$ cat src/rtl/riscv_defs_pkg.sv
// Shared RV32I definitions: base opcodes and register-number width.
package riscv_defs_pkg;
  localparam int unsigned REG_W = 5;

  localparam logic [6:0] OPCODE_LUI    = 7'b0110111;
  localparam logic [6:0] OPCODE_AUIPC  = 7'b0010111;
  localparam logic [6:0] OPCODE_JAL    = 7'b1101111;
  localparam logic [6:0] OPCODE_JALR   = 7'b1100111;
  localparam logic [6:0] OPCODE_BRANCH = 7'b1100011;
  localparam logic [6:0] OPCODE_LOAD   = 7'b0000011;
  localparam logic [6:0] OPCODE_STORE  = 7'b0100011;
  localparam logic [6:0] OPCODE_ARITHI = 7'b0010011;
  localparam logic [6:0] OPCODE_ARITH  = 7'b0110011;
endpackage

$ cat src/rtl/rv32i_imm_decode.sv
// Combinational RV32I immediate extraction with illegal-opcode detection.
module rv32i_imm_decode
  import riscv_defs_pkg::*;
#(
  parameter int unsigned INST_WIDTH = 32,
  parameter int unsigned IMM_WIDTH  = 32
) (
  input  logic [INST_WIDTH-1:0] inst,
  output logic [IMM_WIDTH-1:0]  imm,
  output logic                  illegal
);
  logic        [31:0] i;
  logic signed [31:0] imm32;

  assign i = inst[31:0];

  always_comb begin
    imm32   = '0;
    illegal = 1'b0;
    case (i[6:0])
      OPCODE_LUI, OPCODE_AUIPC: imm32 = {i[31:12], 12'b0};
      OPCODE_JAL:    imm32 = {{11{i[31]}}, i[31], i[19:12], i[20], i[30:21], 1'b0};
      OPCODE_JALR, OPCODE_LOAD, OPCODE_ARITHI:
                     imm32 = {{20{i[31]}}, i[31:20]};
      OPCODE_BRANCH: imm32 = {{19{i[31]}}, i[31], i[7], i[30:25], i[11:8], 1'b0};
      OPCODE_STORE:  imm32 = {{20{i[31]}}, i[31:25], i[11:7]};
      OPCODE_ARITH:  imm32 = '0;
      default:       illegal = 1'b1;
    endcase
  end

  // Signed cast sign-extends when IMM_WIDTH exceeds 32.
  assign imm = IMM_WIDTH'(imm32);
endmodule

$ cat src/rtl/decoded_inst_queue.sv
// Circular FIFO of RV32I instructions decoded at enqueue, with flush and occupancy count.
module decoded_inst_queue
  import riscv_defs_pkg::*;
#(
  parameter int unsigned INST_WIDTH       = 32,
  parameter int unsigned ADDR_WIDTH       = 17,
  parameter int unsigned IMM_WIDTH        = 32,
  parameter int unsigned QUEUE_ADDR_WIDTH = 4
) (
  input  logic                           clk,
  input  logic                           rst,
  input  logic                           rdy,
  input  logic                           flush,
  input  logic                           enq_valid,
  input  logic [ADDR_WIDTH+INST_WIDTH-1:0] enq_entry,
  output logic                           enq_ready,
  output logic                           deq_valid,
  input  logic                           deq_ready,
  output logic [ADDR_WIDTH-1:0]          deq_addr,
  output logic [6:0]                     deq_opcode,
  output logic [2:0]                     deq_funct3,
  output logic                           deq_funct7b5,
  output logic [REG_W-1:0]               deq_rs1,
  output logic [REG_W-1:0]               deq_rs2,
  output logic [REG_W-1:0]               deq_rd,
  output logic [IMM_WIDTH-1:0]           deq_imm,
  output logic                           deq_illegal,
  output logic [QUEUE_ADDR_WIDTH:0]      count
);
  localparam int unsigned DEPTH = 1 << QUEUE_ADDR_WIDTH;
  localparam logic [QUEUE_ADDR_WIDTH:0] FULL_CNT = {1'b1, {QUEUE_ADDR_WIDTH{1'b0}}};

  typedef struct packed {
    logic [ADDR_WIDTH-1:0] addr;
    logic [6:0]            opcode;
    logic [2:0]            funct3;
    logic                  funct7b5;
    logic [REG_W-1:0]      rs1;
    logic [REG_W-1:0]      rs2;
    logic [REG_W-1:0]      rd;
    logic [IMM_WIDTH-1:0]  imm;
    logic                  illegal;
  } entry_t;

  entry_t                      slots [DEPTH];
  entry_t                      dec;
  entry_t                      head_e;
  logic [QUEUE_ADDR_WIDTH-1:0] head;
  logic [QUEUE_ADDR_WIDTH-1:0] tail;
  logic [INST_WIDTH-1:0]       inst;
  logic [IMM_WIDTH-1:0]        dec_imm;
  logic                        dec_illegal;
  logic                        enq_fire;
  logic                        deq_fire;

  assign inst = enq_entry[INST_WIDTH-1:0];

  rv32i_imm_decode #(
    .INST_WIDTH (INST_WIDTH),
    .IMM_WIDTH  (IMM_WIDTH)
  ) u_imm (
    .inst    (inst),
    .imm     (dec_imm),
    .illegal (dec_illegal)
  );

  always_comb begin
    dec          = '0;
    dec.addr     = enq_entry[ADDR_WIDTH+INST_WIDTH-1:INST_WIDTH];
    dec.opcode   = inst[6:0];
    dec.funct3   = inst[14:12];
    dec.funct7b5 = inst[30];
    dec.rs1      = inst[19:15];
    dec.rs2      = inst[24:20];
    dec.rd       = inst[11:7];
    dec.imm      = dec_imm;
    dec.illegal  = dec_illegal;
  end

  // Full/empty come from count alone; no enqueue when full even if dequeuing.
  assign enq_ready = (count != FULL_CNT);
  assign deq_valid = (count != '0);
  assign enq_fire  = enq_valid && enq_ready;
  assign deq_fire  = deq_valid && deq_ready;

  always_ff @(posedge clk) begin
    if (!rst) begin
      head  <= '0;
      tail  <= '0;
      count <= '0;
      for (int unsigned i = 0; i < DEPTH; i++) slots[i] <= '0;
    end else if (rdy) begin
      if (flush) begin
        head  <= '0;
        tail  <= '0;
        count <= '0;
      end else begin
        if (enq_fire) begin
          slots[tail] <= dec;
          tail        <= tail + 1'b1;
        end
        if (deq_fire) head <= head + 1'b1;
        case ({enq_fire, deq_fire})
          2'b10:   count <= count + 1'b1;
          2'b01:   count <= count - 1'b1;
          default: count <= count;
        endcase
      end
    end
  end

  assign head_e       = slots[head];
  assign deq_addr     = head_e.addr;
  assign deq_opcode   = head_e.opcode;
  assign deq_funct3   = head_e.funct3;
  assign deq_funct7b5 = head_e.funct7b5;
  assign deq_rs1      = head_e.rs1;
  assign deq_rs2      = head_e.rs2;
  assign deq_rd       = head_e.rd;
  assign deq_imm      = head_e.imm;
  assign deq_illegal  = head_e.illegal;
endmodule

$ cat config.mk
export PLATFORM = sky130hd
export DESIGN_NAME = decoded_inst_queue
export DESIGN_NICKNAME = d
export VERILOG_FILES = /design/src/rtl/riscv_defs_pkg.sv /design/src/rtl/rv32i_imm_decode.sv /design/src/rtl/decoded_inst_queue.sv
export SDC_FILE = /design/constraint.sdc
export NUM_CORES = 2
export LEC_CHECK = 0
export CAP_MARGIN = 20
export CELL_PAD_IN_SITES_DETAIL_PLACEMENT = 1
export CELL_PAD_IN_SITES_GLOBAL_PLACEMENT = 1
export CORE_MARGIN = 4
export CORE_UTILIZATION = 50
export CTS_BUF_LIST = sky130_fd_sc_hd__clkbuf_4 sky130_fd_sc_hd__clkbuf_8
export DETAILED_ROUTE_END_ITERATION = 6
export DONT_BUFFER_PORTS = 1
export PLACE_DENSITY = 0.84
export REMOVE_ABC_BUFFERS = 1
export SKIP_CTS_REPAIR_TIMING = 1
export SYNTH_ARGS = -nofsm -noshare
export SYNTH_HDL_FRONTEND = slang
export SYNTH_SLANG_ARGS = --single-unit
$ cat constraint.sdc
create_clock -name clk -period 6.29 [get_ports clk]
set_clock_uncertainty 0.05 [all_clocks]
set_input_delay 0.629 -clock clk [delete_from_list [all_inputs] [get_ports clk]]
set_output_delay 0.629 -clock clk [all_outputs]
set_load 0.02 [all_outputs]
==> results.toml <==
[power]
p_sw_share_pct = 24.4
clock_power_share_pct = 41.3
switchingPower_mw = 4.27
p_comb_share_pct = 4.9
peakVddDrop_mv = 0.178
p_leak_nw = 21.7
pwr-share-seq_pct = 53.8
p_per_area_mw_per_mm2 = 289
power.internal_mw = 13.2

[global_route]
grt_pass1_wl_um = 246000
grt_use_met3_pct = 8.12
grt_use_total_pct = 29.0
grt-ovfl-total = 0
met1_usage_pct = 38.8
grt_use_met2_pct = 46.0
grt_max_degree = 114
antenna_found_initial = 22
grt_pass1_vias = 34859
gr-max-usage-layer = "met2"

[detailed_routing]
antenna_left = 0
drtIter0Drc = 5763
post_drt_wl_per_cell_um = 36.7
firstDrtPassIters = 6
drt-total-wl_um = 182000
drc = 0
vias = 34250
vias_per_cell = 6.90

[hold_path]
hp-class = "input port to flip-flop"
hold-path-cell-count = 2
min_from = "enq_entry[26]"
hold_end = "slots[2][27]"

[logic_synthesis]
ys.flop_type = "edfxtp_1"
seq_area_frac_synth_pct = 67.1
synth_area_leaders = "edfxtp_1 (66%), mux4_2 (16%), and3_1 (5.7%)"
ys_ff_latch = 1233
netlist_area_sq_mm = 0.0549
yosys.area.top_type = "edfxtp_1"
ys_warn_count = 0
synth_cells = 3390
yosysUniqueCellTypes = 63
synth-edff-count = 1216
syn_avg_cell_area_sq_um = 16.2
synth_commonest_cells = "edfxtp_1 (1216), and3_1 (497), nor2_1 (470)"
yosysTopAreaCellShare_pct = 66.5
yosysMostFrequentCell = "edfxtp_1"
async_flop_share_pct = 0

[critical_path]
critical_path_class = "flip-flop to flip-flop"
crit_top_cell = "buf_4"
path_max_fanout = 49
r2r_slack_ns = 1.83
max_stage_delay_ns = 0.75
critical_path_required_ns = 6.75
timing.critical_path.slowest_stage_cell = "nand2_4"
crit_path_end_kind = "flip-flop"
start_kind = "flip-flop"
rr_startpoint = "count[1]"
arrival_ns = 4.92
reg2reg_depth = 7
crit_chain = "nor4_4, a21boi_2, and3_4, nand2_2, buf_4, nand2_4, buf_4"
r2r_end = "slots[5][69]"

[placed_design]
place_congestion = 0.817
place_inst = 4532
place_hpwl_um = 93200
io_buffers = 0

[timing]
finalCritPeriodShare_pct = 71.0
finalCriticalPeriod_ns = 4.46
tightest_slew_ns = 1.16
fmax_mhz = 224
maxSlewViolCount = 0
rsz0062_at_grt = "no"
timing.hold.ws_ns = 0.0295
finalHoldViolCount = 0
setup_viol = 0
slew_headroom_pct = 22.7

[clock_network]
cts_tree = "built"
htreeDepth = 4
cts.clk_slew.worst_paths_ns = 0.08
clockBufferDepth = 3
cts.sinks = 1233
cts_root_buf = "clkbuf_8"
numCtsBuffers = 195
insertion_delay_ns = 0.90

[final_layout]
fin_cells = 4964
nFillCells = 9847
finalNetCount = 3429
drive_gt1_share_pct = 27.0
syn2layout_area_growth_pct = 10.1

[floorplan]
start_util_pct = 50.4
die_x_um = 339
die_height_um = 339
core_region_area_sq_mm = 0.109
num_io_pins = 138
rows = 121
die-area_sq_mm = 0.115

[run]
maxCapViolations = 0

[run_status]
status = "completed"
## cells in the final DEF (no fill, tap or decap), types with 8 or more instances in the layout
cell type / netlist / final
edfxtp_1: 1216 / 1216
and3_1: 497 / 488
nor2_1: 470 / 469
mux4_2: 380 / 380
clkbuf_8: 0 / 202
and2_1: 168 / 168
nor2_2: 99 / 99
buf_4: 21 / 78
clkbuf_4: 0 / 72
dlygate4sd3_1: 0 / 48
clkinv_1: 2 / 46
diode_2: 0 / 26
nand2_1: 39 / 20
nand2_4: 0 / 16
clkinv_2: 0 / 16
a21oi_1: 15 / 14
nand2_2: 10 / 13
dfxtp_1: 17 / 13
and3_2: 5 / 10
a21oi_4: 10 / 10
o21ai_0: 9 / 9
nor2b_1: 10 / 8
## cell families (layout without fill, tap and decap cells)
kind of cell	count (synthesis)	count (layout)	share of synthesized area (%)
buf+inv	362	496	3.03
mux	385	385	15.7
compound gates	67	67	1.06
fa+ha+maj	7	7	0.159
xor+xnor	2	2	0.0319
other cells	0	26	0
simple gates	1334	1334	13.0
flops	1233	1233	67.1
## per-layer routing
metal / vias to the layer above / part of all wire, % / wire length, um
li1: 13013 / - / -
met1: 17797 / 35 / 63700
met2: 2936 / 47 / 86400
met3: 498 / 13 / 23400
met4: 6 / 4.6 / 8430
met5: - / 0.021 / 38
## power by group through the flow
| stage | registers (mW) | clock network, mW | logic (mW) |
|---|---|---|---|
| after CTS | 9.40 | 7.10 | 0.739 |
| after floorplan | 9.55 | 0 | 0.499 |
| after global placement | 9.53 | 0 | 0.713 |
| final | 9.41 | 7.23 | 0.860 |
| after global routing | 9.42 | 7.61 | 0.885 |
| after detailed placement | 9.56 | 0 | 0.731 |
## worst max-delay path by stage
stage / from / endpoint / slack (ns) / depth (start not counted)
2_1_floorplan: flip-flop / deq_addr[0] / -7.97 / 2
3_3_place_gp: count[1] / slots[10][55] / 2.19 / 7
3_5_place_dp: count[1] / slots[5][73] / 2.01 / 7
4_1_cts: flip-flop / deq_funct7b5 / 1.71 / 3
5_1_grt: flip-flop / deq_imm[2] / 1.59 / 3
6_report: count[1] / slots[5][69] / 1.83 / 7
## layout make-up
type                       instances  area, sq um  area share [%]
sequential                      1233        36900            60.9
antenna                           26         65.1           0.108
timing repair buffer             133         1230            2.03
tap                             1414         1770            2.92
clock inverter                    80          612            1.01
clock buffer                     274         3320            5.49
inverter                           9         33.8          0.0558
multi-input combinational       1795        16600            27.5
## sequential cells by signal, indices dropped and copies added (netlist names), named ones only
| name | cells |
|---|---|
| tail | 4 |
| head | 4 |
| slots | 1216 |
| count | 5 |
## stage by stage
stage | setup slack [ns] | power, mW | utilization (%) | TNS, ns | cell area [sq um]
final | 1.83 | 17.5 | 55.5 | 0 | 60500
after global routing | 1.59 | 17.9 | 55.5 | 0 | 60500
after CTS | 1.71 | 17.2 | 54.9 | 0 | 59900
after detailed placement | 2.01 | 10.3 | 51.3 | 0 | 55900
after global placement | 2.19 | 10.2 | 51.3 | 0 | 55900
after floorplan | -7.97 | 10.1 | - | -2448.79 | 53300
## worst max-delay path, delay by kind of cell (launching register included)
| family | cells | cell delay, ns |
|---|---|---|
| flops | 1 | 0.64 |
| simple gates | 4 | 1.73 |
| buf+inv | 2 | 0.91 |
| compound gates | 1 | 0.62 |
Power figures use the tool's default switching activity.
